$ cat src/rtl/mem_pkg.sv
// Shared definitions for the MEM-stage SRAM access controller:
// FSM state encoding, SRAM geometry, and parameter defaults.
package mem_pkg;

   localparam int unsigned SRAM_WAIT_DEF = 2;
   localparam logic [31:0] BASE_ADDR_DEF = 32'd1024;

   localparam int unsigned SRAM_ADDR_W = 18;
   localparam int unsigned SRAM_DATA_W = 16;
   localparam int unsigned WAIT_CNT_W  = 4;

   localparam logic [1:0] ST_IDLE = 2'd0;
   localparam logic [1:0] ST_LOW  = 2'd1;
   localparam logic [1:0] ST_HIGH = 2'd2;
   localparam logic [1:0] ST_DONE = 2'd3;

   // Half-word SRAM address from a 17-bit word offset and the half select.
   function automatic logic [SRAM_ADDR_W-1:0] sram_half_addr(
      input logic [SRAM_ADDR_W-2:0] word_off,
      input logic                   half
   );
      return {word_off, half};
   endfunction

endpackage

$ cat src/rtl/mem_wait_counter.sv
// Per-half SRAM wait counter: loadable, decrements to zero and holds there.
module mem_wait_counter
   import mem_pkg::*;
(
   input  logic                  clk,
   input  logic                  rst,
   input  logic                  load,
   input  logic [WAIT_CNT_W-1:0] load_val,
   input  logic                  dec,
   output logic                  zero
);

   logic [WAIT_CNT_W-1:0] count;

   // Load has priority over decrement; the count never wraps below zero.
   always_ff @(posedge clk or negedge rst) begin
      if (!rst) begin
         count <= '0;
      end else if (load) begin
         count <= load_val;
      end else if (dec && (count != '0)) begin
         count <= count - 1'b1;
      end
   end

   assign zero = (count == '0);

endmodule

$ cat src/rtl/mem_access_ctrl.sv
// MEM-stage controller splitting each 32-bit load/store into two 16-bit
// SRAM half-word accesses, freezing the upstream pipeline meanwhile.
// Optional build macro: MEM_ADDR_CHECK_EN enables alignment/range checking
// with a sticky addr_err flag; without it addr_err is tied low.
module mem_access_ctrl
   import mem_pkg::*;
#(
   parameter int unsigned SRAM_WAIT = SRAM_WAIT_DEF,
   parameter logic [31:0] BASE_ADDR = BASE_ADDR_DEF
) (
   input  logic                   clk,
   input  logic                   rst,
   input  logic [31:0]            pc_in,
   input  logic                   wb_en_in,
   input  logic                   mem_read_in,
   input  logic                   mem_write_in,
   input  logic [31:0]            alu_result_in,
   input  logic [31:0]            st_val_in,
   input  logic [4:0]             dest_in,
   output logic [31:0]            pc_out,
   output logic [31:0]            alu_result_out,
   output logic                   wb_en_out,
   output logic                   mem_read_out,
   output logic [4:0]             dest_out,
   output logic [31:0]            mem_data_out,
   output logic                   freeze,
   output logic [SRAM_ADDR_W-1:0] sram_addr,
   output logic [SRAM_DATA_W-1:0] sram_wdata,
   input  logic [SRAM_DATA_W-1:0] sram_rdata,
   output logic                   sram_we_n,
   output logic                   addr_err
);

   localparam logic [WAIT_CNT_W-1:0] WAIT_LOAD = WAIT_CNT_W'(SRAM_WAIT - 1);

   logic [1:0]  state;
   logic [1:0]  state_nxt;
   logic        req;
   logic        rd_op;
   logic        half;
   logic        busy;
   logic        bad_addr;
   logic        fault_done;
   logic        cnt_load;
   logic        cnt_dec;
   logic        cnt_zero;
   logic [16:0] word_off;
   logic [31:0] data;

   assign req   = mem_read_in | mem_write_in;
   // A simultaneous read and write is treated as a write.
   assign rd_op = mem_read_in & ~mem_write_in;
   assign half  = (state == ST_HIGH);
   assign busy  = (state == ST_LOW) || (state == ST_HIGH);

   // Only the low 19 bits of the offset reach the SRAM, so subtract just those.
   assign word_off = 17'((alu_result_in[18:0] - BASE_ADDR[18:0]) >> 2);

`ifdef MEM_ADDR_CHECK_EN
   logic err_q;
   logic addr_err_q;

   assign bad_addr = (alu_result_in[1:0] != 2'b00) ||
                     ((alu_result_in - BASE_ADDR) >= 32'h0008_0000);

   // Track a faulted access through DONE, and latch the sticky fault flag.
   always_ff @(posedge clk or negedge rst) begin
      if (!rst) begin
         err_q      <= 1'b0;
         addr_err_q <= 1'b0;
      end else if ((state == ST_IDLE) && req && bad_addr) begin
         err_q      <= 1'b1;
         addr_err_q <= 1'b1;
      end else if (state == ST_DONE) begin
         err_q      <= 1'b0;
      end
   end

   assign fault_done = (state == ST_DONE) && err_q;
   assign addr_err   = addr_err_q;
`else
   assign bad_addr   = 1'b0;
   assign fault_done = 1'b0;
   assign addr_err   = 1'b0;
`endif

   mem_wait_counter u_wait (
      .clk      (clk),
      .rst      (rst),
      .load     (cnt_load),
      .load_val (WAIT_LOAD),
      .dec      (cnt_dec),
      .zero     (cnt_zero)
   );

   // Next-state and wait-counter control.
   always_comb begin
      state_nxt = state;
      cnt_load  = 1'b0;
      cnt_dec   = 1'b0;
      case (state)
         ST_IDLE: begin
            if (req) begin
               if (bad_addr) begin
                  state_nxt = ST_DONE;
               end else begin
                  state_nxt = ST_LOW;
                  cnt_load  = 1'b1;
               end
            end
         end
         ST_LOW: begin
            if (cnt_zero) begin
               state_nxt = ST_HIGH;
               cnt_load  = 1'b1;
            end else begin
               cnt_dec = 1'b1;
            end
         end
         ST_HIGH: begin
            if (cnt_zero) begin
               state_nxt = ST_DONE;
            end else begin
               cnt_dec = 1'b1;
            end
         end
         default: state_nxt = ST_IDLE;
      endcase
   end

   // State register.
   always_ff @(posedge clk or negedge rst) begin
      if (!rst) begin
         state <= ST_IDLE;
      end else begin
         state <= state_nxt;
      end
   end

   // Capture each load half-word on the last wait cycle of its half.
   always_ff @(posedge clk or negedge rst) begin
      if (!rst) begin
         data <= '0;
      end else if (rd_op && cnt_zero) begin
         if (state == ST_LOW) begin
            data[15:0] <= sram_rdata;
         end else if (state == ST_HIGH) begin
            data[31:16] <= sram_rdata;
         end
      end
   end

   // Freeze is gated by reset so an abort drops the stall in the same cycle.
   assign freeze = rst && (((state == ST_IDLE) && req) || busy);

   assign sram_addr  = sram_half_addr(word_off, half);
   assign sram_wdata = half ? st_val_in[31:16] : st_val_in[15:0];
   assign sram_we_n  = ~(mem_write_in && busy);

   assign pc_out         = pc_in;
   assign alu_result_out = alu_result_in;
   assign dest_out       = dest_in;
   assign mem_read_out   = rd_op;
   // MEM/WB keeps clocking while frozen; suppress writeback until the
   // instruction retires so it is written back exactly once.
   assign wb_en_out      = wb_en_in && !freeze && !fault_done;
   assign mem_data_out   = fault_done ? '0 : data;

endmodule

$ cat config.mk
export PLATFORM = sky130hd
export DESIGN_NAME = mem_access_ctrl
export DESIGN_NICKNAME = d
export VERILOG_FILES = /design/src/rtl/mem_pkg.sv /design/src/rtl/mem_wait_counter.sv /design/src/rtl/mem_access_ctrl.sv
export SDC_FILE = /design/constraint.sdc
export NUM_CORES = 1
export LEC_CHECK = 0
export ABC_AREA = 1
export BUFFER_PORTS_ARGS = -buffer_cell sky130_fd_sc_hd__clkbuf_2
export CAP_MARGIN = 30
export CORE_AREA = 2 2 102 104
export DETAILED_ROUTE_END_ITERATION = 6
export DIE_AREA = 0 0 104 106
export SYNTH_ARGS = -nofsm -noshare
export SYNTH_HDL_FRONTEND = slang
export SYNTH_SLANG_ARGS = --single-unit
$ cat constraint.sdc
create_clock -name clk -period 2.96 [get_ports clk]
set_clock_uncertainty 0.1 [all_clocks]
set_input_delay 0.444 -clock clk [delete_from_list [all_inputs] [get_ports clk]]
set_output_delay 0.444 -clock clk [all_outputs]
set_load 0.01 [all_outputs]
==> qor.yml <==
global_routing:
  grt_max_degree: 39
  antenna_found_initial: 1
  grt_usage: 0.131
  grt-ovfl-total: 0
  grt_pass1_wl_um: 11700
  grt_pass1_vias: 2469
cells_and_area:
  stdcell_count: 565
  area_delta_synth_final_pct: 9.56
  post-route-util: 0.308
  fin_area_mm2: 0.00308
  fin_nets: 555
  multi_input_area_mm2: 0.00109
  drive_above_1_share: 0.355
  fillers: 1100
  seq_area_um2: 951
sta:
  period_needed_ps: 2510
  tightest_slew_ps: 773
  fmaxAchievable_ghz: 0.398
  rsz0062_at_grt: "false"
  hold_violations: 0
  slew_viol_final: 0
  setup_ws_ps: 450
  maxSlewHeadroom: 0.485
  hold_ws_ps: 109
  fin_crit_sh: 0.848
  tns_ps: 0
  finalSetupViolations: 0
clock_network:
  htreeDepth: 2
  cts_sinks: 38
  ctsResizeCount: 0
  cts-hold-fix-buffers: 0
  tritoncts: "yes"
  cts_made_buffers: 5
  post_cts_buffers: 0
  clock_path_buffers: 2
  clk_pin_slew_ps: 80
  clk_latency_ps: 290
  ctsRootBufferMaster: "clkbuf_8"
floorplan:
  die_x_um: 104
  dieArea_mm2: 0.0110
  initial_core_util: 0.281
  dieHeight_um: 106
  core-area_mm2: 0.0100
  io_pins: 262
  fp-row-count: 37
drt:
  postRouteAntennaNets: 0
  drt-pass1-iter-count: 4
  viasPerCell: 4.43
  drt-initial-drc-count: 91
  vias: 2505
  wl_per_cell_um: 12.8
  drcViolationCount: 0
  drt_wl_total_um: 7250
critical_path:
  crit_path_end_kind: "output pin"
  critPathRequiredTime_ps: 2420
  critPathArrivalTime_ps: 1970
  setup.worst_path.start_class: "register"
  path_class: "reg2out"
  crit_fanout: 19
place:
  placed_cells: 556
  io_buffer_count: 132
  dpl.hpwl_um: 5670
  placed_cell_area_mm2: 0.00297
  place.gp.congestion: 0.800
  pre_cts_ws_ps: 736
synthesis:
  yosysSeqAreaShare: 0.338
  avgSynthCellArea_um2: 7.40
  yosysWarnings: 0
  synth-seq-cells: 38
  synth_cell_types: 25
  synthCells: 380
  netlist_area_mm2: 0.00281
  synth.net_count: 508
pwr:
  switching_share: 0.460
  power_mw: 2.80
  seqPwrFrac: 0.318
  power_switching_mw: 1.29
  power_density_mw_per_mm2: 910
  p_comb_frac: 0.528
  vdd_drop_max_mv: 0.396
  p_leak_nw: 1.84
  p_clk_frac: 0.155
  internal_power_mw: 1.51
job:
  drv_cap: 0
status:
  outcome: "finished, final reports clean"
min_path:
  hold_path.class: "in2async"
-- cell usage after synthesis --
cell type,instances,area (um^2)
nand2_1,143,537
o21ai_0,4,20.0
nor2_4,1,11.3
inv_1,18,67.6
nand4_1,32,200
a21boi_0,1,7.51
nand3_4,2,35.0
nor3_1,1,5.00
buf_2,4,20.0
nand2_2,1,6.26
xnor2_1,3,26.3
nand3_1,10,50.1
conb_1,1,3.75
dfrtp_1,38,951
buf_4,85,638
nor2_8,1,20.0
buf_1,3,11.3
clkbuf_1,1,3.75
nor2_1,15,56.3
a21oi_1,2,10.0
or2_2,1,6.26
xor2_1,2,17.5
buf_6,2,22.5
inv_2,3,11.3
ha_1,6,75.1
-- cell type report --
class	instances	area share
flip-flops and latches	38	0.309
inverters	21	0.0256
well taps	136	0.0552
clock buffers	5	0.0223
diodes	1	0.000812
multi-input cells	226	0.353
repair buffers	135	0.222
clock inverters	3	0.0130
-- cells by family after synthesis --
group                      Yosys count  synth area share
xor gates and xnor gates             5            0.0156
AOI/OAI and AO/OA                    7            0.0133
adders and majority gates            6            0.0267
buffers and inverters              116             0.275
DFF                                 38             0.338
other                                1           0.00133
and+or+nand+nor                    207             0.330
-- worst paths after layout --
check | from | end | slack [ps] | depth (start not counted)
max in group asynchronous | rst | mem_data_out[6] | 2300 | 2
worst max-delay path | state[0] | sram_wdata[4] | 450 | 6
min in group clk | sram_rdata[15] | mem_data_out[15] | 310 | 3
worst max register to register | state[0] | mem_data_out[29] | 850 | 6
worst min register to register | mem_data_out[27] | mem_data_out[27] | 380 | 2
worst min-delay path | rst | u_wait.count[0] | 110 | 2
-- flip-flops by register name (all words and copies together), names as in the netlist --
| name | cells |
|---|---|
| mem_data_out | 32 |
| state | 2 |
| u_wait.count | 4 |
-- layer usage --
metal,up-vias,global-route usage,share of wire
li1,1214,-,-
met4,0,0.0541,0.032
met2,143,0.241,0.49
met3,32,0.0454,0.098
met1,1116,0.136,0.38
met5,-,0,0
-- layout by cell type, fill, tap and decap left out, drive strengths merged --
cell type / count
nand2: 144
clkbuf: 137
dfrtp: 38
nand4: 32
inv: 21
nor2: 17
nand3: 12
ha: 6
o21ai: 4
xnor2: 3
buf: 3
xor2: 2
a21oi: 2
clkinv: 2
diode: 1
a21boi: 1
or2: 1
nor3: 1
conb: 1
bufinv: 1
-- power by group through the flow --
| stage | registers [mW] | logic (mW) | clock network, mW |
|---|---|---|---|
| detailed placement | 0.901 | 1.50 | 0 |
| global placement | 0.894 | 1.47 | 0 |
| global route | 0.922 | 1.69 | 0.467 |
| floorplan | 0.959 | 0.998 | 0 |
| CTS | 0.893 | 1.50 | 0.446 |
| finish | 0.891 | 1.48 | 0.434 |
-- critical path, cell delays in order, from the launching register on --
cell and delay, ps:
dfrtp_1 420, inv_1 100, ha_1 570, inv_2 280, nand2_1 120, nand2_1 60, clkbuf_2 130
Note: power is estimated with default switching activity, not from simulation.
